<file path="config.mk">
export PLATFORM = sky130hd
export DESIGN_NAME = miim_master
export DESIGN_NICKNAME = d
export VERILOG_FILES = /design/src/rtl/miim_master.sv
export SDC_FILE = /design/constraint.sdc
export NUM_CORES = 1
export LEC_CHECK = 0
export ABC_AREA = 1
export CORE_MARGIN = 10
export CORE_UTILIZATION = 51
export DETAILED_ROUTE_END_ITERATION = 16
export DONT_BUFFER_PORTS = 1
export PLACE_DENSITY = 0.79
export SYNTH_ARGS = -nofsm -noshare
export SYNTH_HDL_FRONTEND = slang
export SYNTH_SLANG_ARGS = --single-unit
export TNS_END_PERCENT = 20
</file>
<file path="constraint.sdc">
create_clock -name clk_i -period 1.7 [get_ports clk_i]
set_input_delay 0.255 -clock clk_i [delete_from_list [all_inputs] [get_ports clk_i]]
set_output_delay 0.255 -clock clk_i [all_outputs]
set_load 0.05 [all_outputs]
</file>
<file path="src/rtl/miim_master.sv">
// MDIO management-frame master: 64-bit frames (preamble, header, turnaround, data) with an
// MDC of 2*CLK_DIV clk_i cycles per bit; read data is shifted in MSB first from mdio_i.
module miim_master #(
  parameter int unsigned CLK_DIV = 10
) (
  input  logic        clk_i,
  input  logic        resetn_i,
  input  logic        start_i,
  input  logic        op_read_i,
  input  logic [4:0]  phy_addr_i,
  input  logic [4:0]  reg_addr_i,
  input  logic [15:0] wdata_i,
  output logic        busy_o,
  output logic        done_o,
  output logic [15:0] rdata_o,
  output logic        mdc_o,
  output logic        mdio_o,
  output logic        mdio_oe_o,
  input  logic        mdio_i
);

  localparam int unsigned DivW = $clog2(CLK_DIV);
  localparam logic [DivW-1:0] DivLast = DivW'(CLK_DIV - 1);

  typedef enum logic [2:0] {StIdle, StPreamble, StHeader, StTa, StData, StDone} state_e;

  state_e         state_q;
  logic [DivW-1:0] div_q;
  logic [5:0]     bit_q;
  logic           op_read_q;
  logic [31:0]    tx_q;
  logic [15:0]    rx_q;

  always_ff @(posedge clk_i or negedge resetn_i) begin
    if (!resetn_i) begin
      state_q   <= StIdle;
      div_q     <= '0;
      bit_q     <= '0;
      op_read_q <= 1'b0;
      tx_q      <= '0;
      rx_q      <= '0;
      busy_o    <= 1'b0;
      done_o    <= 1'b0;
      rdata_o   <= 16'h0000;
      mdc_o     <= 1'b0;
      mdio_o    <= 1'b1;
      mdio_oe_o <= 1'b0;
    end else begin
      done_o <= 1'b0;
      case (state_q)
        StIdle: begin
          if (start_i) begin
            state_q   <= StPreamble;
            busy_o    <= 1'b1;
            op_read_q <= op_read_i;
            // Everything after the preamble: ST, OP, PHYAD, REGAD, TA, DATA
            tx_q      <= {2'b01, (op_read_i ? 2'b10 : 2'b01), phy_addr_i, reg_addr_i, 2'b10,
                          wdata_i};
            div_q     <= '0;
            bit_q     <= '0;
            mdc_o     <= 1'b0;
            mdio_o    <= 1'b1;
            mdio_oe_o <= 1'b1;
          end
        end
        StDone: begin
          state_q <= StIdle;
          busy_o  <= 1'b0;
        end
        default: begin
          // Capture read data in the first cycle MDC is high
          if (state_q == StData && mdc_o && div_q == '0) begin
            rx_q <= {rx_q[14:0], mdio_i};
          end
          if (div_q == DivLast) begin
            div_q <= '0;
            if (!mdc_o) begin
              mdc_o <= 1'b1;
            end else begin
              mdc_o <= 1'b0;
              if (bit_q == 6'd63) begin
                state_q   <= StDone;
                done_o    <= 1'b1;
                mdio_o    <= 1'b1;
                mdio_oe_o <= 1'b0;
                if (op_read_q) begin
                  rdata_o <= rx_q;
                end
              end else begin
                bit_q <= bit_q + 6'd1;
                if (bit_q >= 6'd31) begin
                  mdio_o <= tx_q[31];
                  tx_q   <= {tx_q[30:0], 1'b0};
                end
                // Release the line to the PHY from the turnaround onward
                if (op_read_q && bit_q >= 6'd45) begin
                  mdio_oe_o <= 1'b0;
                  mdio_o    <= 1'b1;
                end
                if (bit_q == 6'd31) state_q <= StHeader;
                if (bit_q == 6'd45) state_q <= StTa;
                if (bit_q == 6'd47) state_q <= StData;
              end
            end
          end else begin
            div_q <= div_q + 1'b1;
          end
        end
      endcase
    end
  end

endmodule

</file>
==> summary.txt <==
Outcome
  – Status: complete, but fails checks
  – Failing checks: negative hold slack

Global routing
  – Initial antenna violation count: 0
  – First-pass GRT wire length: 14,860 um
  – Largest net degree at the start of global routing: 84
  – Global route overflow: 0
  – Vias in the first global route: 3,244
  – Total track usage: 15.38%

Place
  – GPL Wtd Cong: 0.8997
  – Post-DP Area: 0.004240 sq mm
  – Dpl hpwl: 5911 um
  – IO Port Bufs: 0
  – Post-Place Worst Slack: 0.04204 ns

Floorplanning
  – Die H: 109.2 um
  – Die width: 109.2 um
  – I/O pin cnt: 52
  – Starting density of the core: 52.48%
  – Placeable Area: 0.007727 sq mm
  – Rows: 32
  – Die ar.: 0.01192 sq mm

Setup path
  – Critical path class: register to register
  – FF-to-FF Start: state_q[1]
  – Critical path's slowest cell: dfrtp_1
  – FF-to-FF path depth: 9
  – Worst setup EP type: register
  – Critical path peak fanout: 18
  – Reg-to-reg endpoint: tx_q[28]
  – Worst Setup SP: state_q[1]
  – R2r setup slk: 0.06 ns
  – Crit-path most repeated cell: nand2_1
  – Crit-path max cell delay: 0.40 ns
  – Setup crit end: tx_q[28]
  – Critical-path cell list: nor2_2 -> nand2_1 -> buf_6 -> nand2_2 -> o21ai_2 -> nor2_4 -> clkbuf_16 -> nand3_1 -> nand2_1
  – CP required: 2.00 ns
  – CP arrival: 1.93 ns
  – CP Launch Type: register

Timing
  – Final Hold Viols: 83
  – Max-slew violation count: 0
  – Fin crit share: 96.28%
  – Worst setup margin: 0.06330 ns
  – Minimum clock period: 1.637 ns
  – Hold Slack: -0.4186 ns
  – RSZ-0062 raised after global routing: true
  – Fmax: 611.0 MHz
  – Worst-margin pin slew: 0.5166 ns
  – Max_slew headroom: 65.56%
  – Clock Skew: 0.01910 ns
  – Setup violators final: 0

Clock tree
  – H-tree depth: 3
  – Clock root cell: clkbuf_8
  – Clock sink count: 83
  – Reg clk slew, reported paths: 0.09 ns
  – CTS buffer count: 9
  – TritonCTS clock tree: done
  – Clock buffer depth: 2
  – Clk_lat worst skew: 0.37 ns

Power and ir drop
  – Sw frac: 36.20%
  – Int Pwr: 4.185 mW
  – Switching pwr: 2.375 mW
  – Sequential Power Share: 45.1%
  – PnR Total Power: 6.561 mW
  – Worst vdd ir: 0.6796 mV
  – Clock share of power: 24.2%
  – Combinational share of power: 30.7%
  – Leakage: 2.480 nW
  – Pwr dens: 1442 mW/mm^2

Hold path
  – Hold Crit Class: input pin to asynchronous set/reset pin

Logic synthesis
  – Top_reg_cell synth: dfrtp_1
  – Mapped Cells: 527
  – Post-synthesis cell area: 0.004055 sq mm
  – #FFs+latches synth: 83
  – Commonest cells post-synth: nand2_1, dfrtp_1, nand3_1, inv_1, nor2_1
  – Count leader, synth: nand2_1
  – Async set or reset register ratio after synthesis: 100.0%
  – Cell taking the most area after synthesis: dfrtp_1
  – Top post-synthesis cells by area: dfrtp_1, nand2_1, nand3_1
  – Register area share after synthesis: 51.25%
  – Ys Warns: 0
  – Post-synthesis cell type count: 31
  – Post-synth net total: 564
  – Number of synthesized flops with an enable pin: 0
  – Area fraction of the dominant cell type after synthesis: 50.60%
  – Syn avg cell area: 7.695 sq um

Drt
  – Iter 0 DRT Violations: 177
  – WL/cell: 14.22 um
  – Vias per inst: 5.227
  – Vias: 3,345
  – TritonRoute pass-1 iters: 4
  – Post-route DRC: 0
  – Final Routed Wirelength: 9101 um
  – Antenna-violating nets left: 0

Layout
  – Layout cells sized above 1: 10.97%
  – Ant. Diodes: 0
  – Final Cell Area: 0.004548 sq mm
  – Area Growth Syn to Fin: 12.16%
  – Final nets: 571

Flow run
  – Max-cap violations: 0
## cell families (layout without fill, tap and decap cells)
logic type      count (synthesis)  after routing  share of synthesized area (%)
flops                          83             83                          51.25
fa+ha+maj                       6              6                          1.851
buf+inv                        60             71                          6.387
simple gates                  341            341                          35.64
compound gates                 35             35                          4.443
xor+xnor                        2              2                         0.4320
## timing repair
action,in CTS,in global routing
setup buffers,0,1
gates resized for setup,0,16
endpoints found under the setup margin,0,58
hold endpoints to repair,83,83
## metrics by stage
step | hold slack [ns] | utilization [%] | setup TNS, ns | instances
floorplan | -0.04059 | - | 0 | 527
global placement | -0.03694 | 54.87 | 0 | 623
detailed placement | -0.03787 | 54.87 | 0 | 623
CTS | -0.4364 | 57.76 | 0 | 638
global route | -0.4549 | 58.86 | -0.1918 | 640
finish | -0.4186 | 58.86 | 0 | 640
## worst max-delay path: cells and delay by family, from the launching register on
| family | cells | cell delay (ns) |
|---|---|---|
| buf+inv | 2 | 0.38 |
| compound gates | 1 | 0.09 |
| flops | 1 | 0.40 |
| simple gates | 6 | 0.71 |
## power by group through the flow
stage	Combinational [mW]	Clock [mW]	Sequential, mW
5_1_grt	2.34	1.71	3.03
4_1_cts	1.89	1.61	2.95
3_3_place_gp	1.80	0	2.96
2_1_floorplan	1.41	0	2.90
6_report	2.01	1.59	2.96
3_5_place_dp	1.88	0	2.97
## final cells by class
type	instances	area, sq um
clock buffer	10	137.6
clock inverter	5	85.08
fill	653	3179
inverter	34	127.6
multi-input combinational	384	1763
sequential	83	2079
tap	102	127.6
timing repair buffer	22	227.7
## flip-flops by register name, indices dropped and copies added (netlist names), 3 cells and up
register  cells
tx_q         32
bit_q         6
rx_q         16
state_q       3
div_q         4
rdata_o      16
## worst min-delay path by stage
stage | to | depth (start not counted)
2_1_floorplan | bit_q[0] | 0
3_3_place_gp | rdata_o[4] | 0
3_5_place_dp | rdata_o[4] | 0
6_report | tx_q[1] | 0
4_1_cts | tx_q[1] | 0
5_1_grt | rdata_o[9] | 0
## layer usage
layer / vias to the layer above / GRT usage [%] / share of wire [%]
li1: 1686 / - / -
met1: 1565 / 18.75 / 44
met2: 77 / 24.29 / 46
met3: 17 / 4.720 / 6.7
met4: 0 / 7.528 / 2.5
met5: - / 0 / 0
## cell usage in the layout (no fill, tap or decap), types with 2 or more instances in the layout
cell	count
inv_1	31
bufinv_16	2
nor2_1	20
dfrtp_1	81
nor2_2	2
clkbuf_8	10
buf_12	3
inv_2	2
or2_2	2
nor3_1	3
buf_4	16
nand3_2	2
nand3_1	49
o21ai_0	17
nand2_1	235
nand2_2	3
o21ai_2	2
buf_6	2
a21oi_1	14
ha_1	5
nand4_1	17
xor2_1	2
nor2_4	3
Power figures use the tool's default switching activity.
